<file path="config.mk">
export PLATFORM = sky130hd
export DESIGN_NAME = alu_seq
export DESIGN_NICKNAME = d
export VERILOG_FILES = /design/src/rtl/alu_seq_pkg.sv /design/src/rtl/alu_core.sv /design/src/rtl/alu_seq.sv
export SDC_FILE = /design/constraint.sdc
export NUM_CORES = 1
export LEC_CHECK = 0
export ABC_AREA = 1
export CAP_MARGIN = 15
export CORE_ASPECT_RATIO = 0.5
export CORE_UTILIZATION = 35
export CTS_CLUSTER_DIAMETER = 50
export CTS_CLUSTER_SIZE = 20
export DETAILED_ROUTE_END_ITERATION = 16
export MAX_ROUTING_LAYER = met4
export SLEW_MARGIN = 20
export SYNTH_ARGS = -nofsm -noshare
export SYNTH_HDL_FRONTEND = slang
export SYNTH_HIERARCHICAL = 1
export SYNTH_SLANG_ARGS = --single-unit
</file>
<file path="constraint.sdc">
create_clock -name clk -period 3.2 [get_ports clk]
set_clock_uncertainty 0.1 [all_clocks]
set_input_delay 0.64 -clock clk [delete_from_list [all_inputs] [get_ports clk]]
set_output_delay 0.64 -clock clk [all_outputs]
set_load 0.05 [all_outputs]
</file>
<file path="src/rtl/alu_seq_pkg.sv">
// Shared opcodes and FSM state type for the sequential ALU.
package alu_seq_pkg;

   localparam logic [3:0] OpAnd  = 4'b0000;
   localparam logic [3:0] OpOr   = 4'b0001;
   localparam logic [3:0] OpAdd  = 4'b0010;
   localparam logic [3:0] OpSub  = 4'b0110;
   localparam logic [3:0] OpSlt  = 4'b0111;
   localparam logic [3:0] OpNor  = 4'b1100;
   localparam logic [3:0] OpSltu = 4'b1000;
   localparam logic [3:0] OpMulu = 4'b0011;
   localparam logic [3:0] OpDivu = 4'b0101;
   localparam logic [3:0] OpRemu = 4'b1001;

   typedef enum logic [1:0] {
      StIdle,
      StMul,
      StDiv,
      StDone
   } state_e;

endpackage

</file>
<file path="src/rtl/alu_core.sv">
// Combinational single-cycle ALU: logic ops, add/sub, set-less-than, with carry/overflow flags.
module alu_core
   import alu_seq_pkg::*;
#(
   parameter int unsigned WIDTH = 32
) (
   input  logic [WIDTH-1:0] a,
   input  logic [WIDTH-1:0] b,
   input  logic [3:0]       alu_control,
   output logic [WIDTH-1:0] result,
   output logic             carry_out,
   output logic             overflow
);

   localparam int unsigned Msb = WIDTH - 1;

   logic [WIDTH:0] sum;
   logic [WIDTH:0] diff;

   assign sum  = {1'b0, a} + {1'b0, b};
   // Subtract as a + ~b + 1 so carry_out=1 means no borrow.
   assign diff = {1'b0, a} + {1'b0, ~b} + {{WIDTH{1'b0}}, 1'b1};

   always_comb begin
      result    = '0;
      carry_out = 1'b0;
      overflow  = 1'b0;
      case (alu_control)
         OpAnd: result = a & b;
         OpOr:  result = a | b;
         OpNor: result = ~(a | b);
         OpAdd: begin
            result    = sum[WIDTH-1:0];
            carry_out = sum[WIDTH];
            overflow  = (a[Msb] == b[Msb]) && (sum[Msb] != a[Msb]);
         end
         OpSub: begin
            result    = diff[WIDTH-1:0];
            carry_out = diff[WIDTH];
            overflow  = (a[Msb] != b[Msb]) && (diff[Msb] != a[Msb]);
         end
         OpSlt:  result = {{(WIDTH-1){1'b0}}, ($signed(a) < $signed(b))};
         OpSltu: result = {{(WIDTH-1){1'b0}}, (a < b)};
         default: ;
      endcase
   end

endmodule

</file>
<file path="src/rtl/alu_seq.sv">
// Handshaked ALU: single-cycle ops via alu_core, iterative shift-add multiply and restoring divide.
module alu_seq
   import alu_seq_pkg::*;
#(
   parameter int unsigned WIDTH = 32
) (
   input  logic             clk,
   input  logic             rst,
   input  logic             in_valid,
   output logic             in_ready,
   input  logic [WIDTH-1:0] a,
   input  logic [WIDTH-1:0] b,
   input  logic [3:0]       alu_control,
   output logic             out_valid,
   input  logic             out_ready,
   output logic [WIDTH-1:0] out_resultado,
   output logic             zero,
   output logic             carry_out,
   output logic             overflow
);

   localparam int unsigned CntW = $clog2(WIDTH);
   localparam logic [CntW-1:0] CntLast = CntW'(WIDTH - 1);

   state_e             state_q, state_d;
   logic [CntW-1:0]    cnt_q, cnt_d;
   logic [2*WIDTH-1:0] acc_q, acc_d;
   logic [WIDTH-1:0]   a_q, a_d;
   logic [WIDTH-1:0]   b_q, b_d;
   logic [3:0]         op_q, op_d;
   logic [WIDTH-1:0]   res_q, res_d;
   logic               zero_q, zero_d;
   logic               c_q, c_d;
   logic               v_q, v_d;

   logic [WIDTH-1:0]   core_res;
   logic               core_c;
   logic               core_v;

   logic               load;
   logic [WIDTH-1:0]   load_res;
   logic               load_c;
   logic               load_v;

   logic [WIDTH:0]     mul_sum;
   logic [2*WIDTH-1:0] mul_next;
   logic [WIDTH:0]     rem_sh;
   logic [WIDTH:0]     trial;
   logic [2*WIDTH-1:0] div_next;

   alu_core #(
      .WIDTH(WIDTH)
   ) u_core (
      .a          (a),
      .b          (b),
      .alu_control(alu_control),
      .result     (core_res),
      .carry_out  (core_c),
      .overflow   (core_v)
   );

   // Multiply: acc = {high, multiplier}; add multiplicand into high half, then shift right.
   assign mul_sum  = {1'b0, acc_q[2*WIDTH-1:WIDTH]} + (acc_q[0] ? {1'b0, a_q} : '0);
   assign mul_next = {mul_sum, acc_q[WIDTH-1:1]};

   // Divide: acc = {remainder, quotient/dividend}; a negative trial keeps the old remainder.
   assign rem_sh   = acc_q[2*WIDTH-1:WIDTH-1];
   assign trial    = rem_sh - {1'b0, b_q};
   assign div_next = trial[WIDTH] ? {acc_q[2*WIDTH-2:0], 1'b0}
                                  : {trial[WIDTH-1:0], acc_q[WIDTH-2:0], 1'b1};

   assign in_ready      = (state_q == StIdle) && !rst;
   assign out_valid     = (state_q == StDone);
   assign out_resultado = res_q;
   assign zero          = zero_q;
   assign carry_out     = c_q;
   assign overflow      = v_q;

   always_comb begin
      state_d  = state_q;
      cnt_d    = cnt_q;
      acc_d    = acc_q;
      a_d      = a_q;
      b_d      = b_q;
      op_d     = op_q;
      res_d    = res_q;
      zero_d   = zero_q;
      c_d      = c_q;
      v_d      = v_q;
      load     = 1'b0;
      load_res = '0;
      load_c   = 1'b0;
      load_v   = 1'b0;

      case (state_q)
         StIdle: begin
            if (in_valid && in_ready) begin
               a_d   = a;
               b_d   = b;
               op_d  = alu_control;
               cnt_d = '0;
               if (alu_control == OpMulu) begin
                  acc_d   = {{WIDTH{1'b0}}, b};
                  state_d = StMul;
               end else if ((alu_control == OpDivu || alu_control == OpRemu) && (b != '0)) begin
                  acc_d   = {{WIDTH{1'b0}}, a};
                  state_d = StDiv;
               end else begin
                  state_d = StDone;
                  load    = 1'b1;
                  if (alu_control == OpDivu) begin
                     load_res = '1;
                  end else if (alu_control == OpRemu) begin
                     load_res = a;
                  end else begin
                     load_res = core_res;
                     load_c   = core_c;
                     load_v   = core_v;
                  end
               end
            end
         end
         StMul: begin
            acc_d = mul_next;
            if (cnt_q == CntLast) begin
               cnt_d    = '0;
               state_d  = StDone;
               load     = 1'b1;
               load_res = mul_next[WIDTH-1:0];
               load_v   = |mul_next[2*WIDTH-1:WIDTH];
            end else begin
               cnt_d = cnt_q + 1'b1;
            end
         end
         StDiv: begin
            acc_d = div_next;
            if (cnt_q == CntLast) begin
               cnt_d    = '0;
               state_d  = StDone;
               load     = 1'b1;
               load_res = (op_q == OpDivu) ? div_next[WIDTH-1:0] : div_next[2*WIDTH-1:WIDTH];
            end else begin
               cnt_d = cnt_q + 1'b1;
            end
         end
         StDone: begin
            if (out_ready) begin
               state_d = StIdle;
            end
         end
         default: state_d = StIdle;
      endcase

      if (load) begin
         res_d  = load_res;
         zero_d = (load_res == '0);
         c_d    = load_c;
         v_d    = load_v;
      end
   end

   always_ff @(posedge clk) begin
      if (rst) begin
         state_q <= StIdle;
         cnt_q   <= '0;
         acc_q   <= '0;
         a_q     <= '0;
         b_q     <= '0;
         op_q    <= '0;
         res_q   <= '0;
         zero_q  <= 1'b0;
         c_q     <= 1'b0;
         v_q     <= 1'b0;
      end else begin
         state_q <= state_d;
         cnt_q   <= cnt_d;
         acc_q   <= acc_d;
         a_q     <= a_d;
         b_q     <= b_d;
         op_q    <= op_d;
         res_q   <= res_d;
         zero_q  <= zero_d;
         c_q     <= c_d;
         v_q     <= v_d;
      end
   end

endmodule

</file>
==> flow_summary.toml <==
[detailed_routing]
drt-pass1-iter-count = 7
via_per_inst = 5.20
vias = 27289
finalWirelength_um = 99900
drtAntennaViolNets = 0
drtIter0Drc = 2880
avgRoutedWirePerCell_um = 19.0
drcViolationCount = 0

[sta]
hold_ws_ns = 0.371
tightest_slew_ns = 0.827
hold_viol_final = 0
tns_ns = -0.226
fmax_ghz = 0.298
fin_crit_sh_pct = 105
timing.final.max_slew_violations = 0
slew_headroom_pct = 44.9
fin_crit_ns = 3.35
finalSetupViolCount = 4
rsz0062_at_grt = "true"
setup_ws_ns = -0.151

[floorplan]
die-area_mm2 = 0.0606
core_mm2 = 0.0581
io_pins = 109
rows = 62
initial_core_util_pct = 35.9
fp.dieH_um = 175
die_x_um = 347

[run_status]
violations = "setup timing"
outcome = "complete, but fails checks"

[worst_setup_path]
crit_start = "acc_q[31]"
end_kind = "register"
timing.rr.start = "acc_q[31]"
critPathTopFamily = "simple AND/OR/NAND/NOR gates"
crit_type = "register to register"
path_common_cell = "nand2_1"
required_ns = 3.48
max_stage_delay_ns = 0.39
path_buf_inv = 3
cp_max_fo = 7
cp_slowest_cell = "fa_2"
arrival_ns = 3.63
critPathLaunchType = "register"

[finish]
drive_gt1_share_pct = 30.2
area_growth_pct = 51.0
nNetsFinal = 4708
final_core_util_pct = 54.2
layout.cells.non_filler = 5248

[cts]
cts_sinks = 174
htree_levels = 4
clock_latency_ns = 0.46
clock_path_buffers = 2
cts_tree = "yes"
cts-buffers-inserted = 17
ctsHoldBuffers = 0
cts_root_buffer = "clkbuf_16"
path_clk_slew_ns = 0.08

[grt]
met3_usage_pct = 6.18
top_usage_layer = "met2"
grt.overflow.total = 0
grt_pass1_vias = 25209
grt_max_degree = 80
grt_pass1_wl_um = 146000
grt_antenna_before_repair = 4
use_met1_pct = 44.4
grt_util_all_layers_pct = 32.3
use_met2_pct = 47.6

[place]
place_congestion = 1.03
numPortBuffers = 108
placed_cells = 5166
hpwl_um = 79600

[power_and_ir_drop]
peakVddDrop_uv = 528
total_power_mw = 13.7
p_leak_nw = 16.9
p_per_area_mw_per_mm2 = 436

[min_path]
hold_start = "a_q[21]"
hp-class = "register to register"

[synthesis]
yosysUniqueCellTypes = 57
synth-warning-count = 6
avgSynthCellArea_um2 = 5.57
yosysSeqAreaShare_pct = 16.7
syn_area_mm2 = 0.0209
ys_ff_latch = 174
syn_nets = 3987
syn_inst = 3744

[run]
maxCapViolations = 0
==> final cells by class <==
| type | instances | area [µm²] |
|---|---|---|
| antenna | 2 | 5.00 |
| clock buffer | 17 | 425 |
| clock inverter | 15 | 221 |
| fill | 5839 | 26600 |
| inverter | 672 | 2530 |
| multi-input combinational | 2753 | 16800 |
| sequential | 174 | 3500 |
| tap | 768 | 961 |
| timing repair buffer | 847 | 7040 |
==> per-stage QoR <==
| step | worst slack (ns) | cell area (µm²) |
|---|---|---|
| 2_1_floorplan | 0.162 | 20900 |
| 3_3_place_gp | -0.875 | 27600 |
| 3_5_place_dp | -0.879 | 27600 |
| 4_1_cts | -0.149 | 29100 |
| 5_1_grt | -0.292 | 31500 |
| 6_report | -0.151 | 31500 |
==> synth_stat cells (all sizes together) <==
cell | instances | area (µm²)
a211oi | 20 | 150
a21boi | 2 | 15.0
a21o | 8 | 60.1
a21oi | 246 | 1270
a221oi | 30 | 263
a31o | 1 | 8.76
a31oi | 15 | 93.8
a32oi | 1 | 8.76
and2 | 4 | 27.5
and3 | 3 | 18.8
buf | 53 | 355
clkbuf | 95 | 358
clkinv | 4 | 15.0
dfxtp | 174 | 3480
fa | 4 | 80.1
ha | 167 | 2090
inv | 668 | 2510
nand2 | 1132 | 4340
nand3 | 332 | 1680
nand3b | 7 | 52.6
nand4 | 28 | 175
nor2 | 324 | 1280
nor3 | 27 | 145
nor4 | 21 | 153
o2111ai | 1 | 8.76
o211ai | 33 | 248
o21a | 3 | 22.5
o21ai | 266 | 1340
o21bai | 15 | 113
o221ai | 4 | 35.0
o22ai | 4 | 25.0
o311ai | 2 | 17.5
o31ai | 1 | 7.51
or2 | 3 | 18.8
xnor2 | 14 | 123
xor2 | 32 | 280
==> sequential cells by signal, summed over array words and instances, names as in the netlist <==
| register | cells |
|---|---|
| zero | 1 |
| acc_q | 64 |
| carry_out | 1 |
| op_q | 4 |
| cnt_q | 5 |
| b_q | 32 |
| state_q | 2 |
| a_q | 32 |
| overflow | 1 |
| out_resultado | 32 |
==> worst reg2reg max path, delay by kind of cell, from the launching register on <==
kind,cells,cell delay [ns]
flip-flops,1,0.34
AND/OR/NAND/NOR,19,1.86
adder cells (fa/ha/maj),2,0.55
buffers and inverters,3,0.31
AO/OA/AOI/OAI,1,0.13
==> power by group <==
| part | switching [mW] | internal (mW) |
|---|---|---|
| Sequential | 0.351 | 2.62 |
| Clock | 1.13 | 1.08 |
| Combinational | 5.23 | 3.31 |
==> final timing paths <==
check | end | slack, ns | cells after the start
setup / recovery | zero | -0.15 | 25
hold / removal | a_q[21] | 0.37 | 2
setup reg to reg | zero | -0.15 | 25
hold reg to reg | a_q[21] | 0.37 | 2
==> timing repair <==
action / CTS / global route
gates resized for setup: 176 / 530
pin swaps: 33 / 132
gates cloned: 2 / 4
endpoints found under the hold margin: 0 / 0
setup endpoints to repair: 39 / 39
setup buffers: 19 / 27
==> cell families (layout without fill, tap and decap cells) <==
group,count (synthesis),count (layout),synth area share (%)
AND/OR/NAND/NOR,1881,1884,37.8
XOR/XNOR,46,46,1.93
flip-flops,174,174,16.7
adder cells (fa/ha/maj),171,171,10.4
other,0,2,0
AO/OA/AOI/OAI,652,652,17.6
buffers and inverters,820,1551,15.5
==> metal layers <==
metal	vias up	wire length, µm
met4	0	3140
met1	12589	45000
met5	-	0
met3	173	8940
li1	13343	-
met2	1184	42700
==> cell usage in the layout, fill, tap and decap left out, types with 10 or more instances in the layout <==
cell,n
a21oi_1,169
xnor2_1,13
o21ai_1,33
a21oi_2,70
nand2_4,25
nor4_1,14
dfxtp_1,160
buf_4,705
clkinv_8,10
nand3_4,15
nand2_1,972
nor2_1,249
a211oi_1,19
buf_6,13
nand4_1,28
ha_2,11
dfxtp_2,13
ha_1,88
nor2_2,52
a221oi_1,30
clkdlybuf4s50_1,62
o211ai_1,33
o21ai_0,224
nand3_1,276
ha_4,68
inv_1,611
xor2_1,28
o21bai_1,10
buf_12,15
nand3_2,41
nand2_2,129
nor3_1,18
nor2_4,23
inv_2,55
dlymetal6s2s_1,41
clkbuf_16,20
Power figures use the tool's default switching activity.
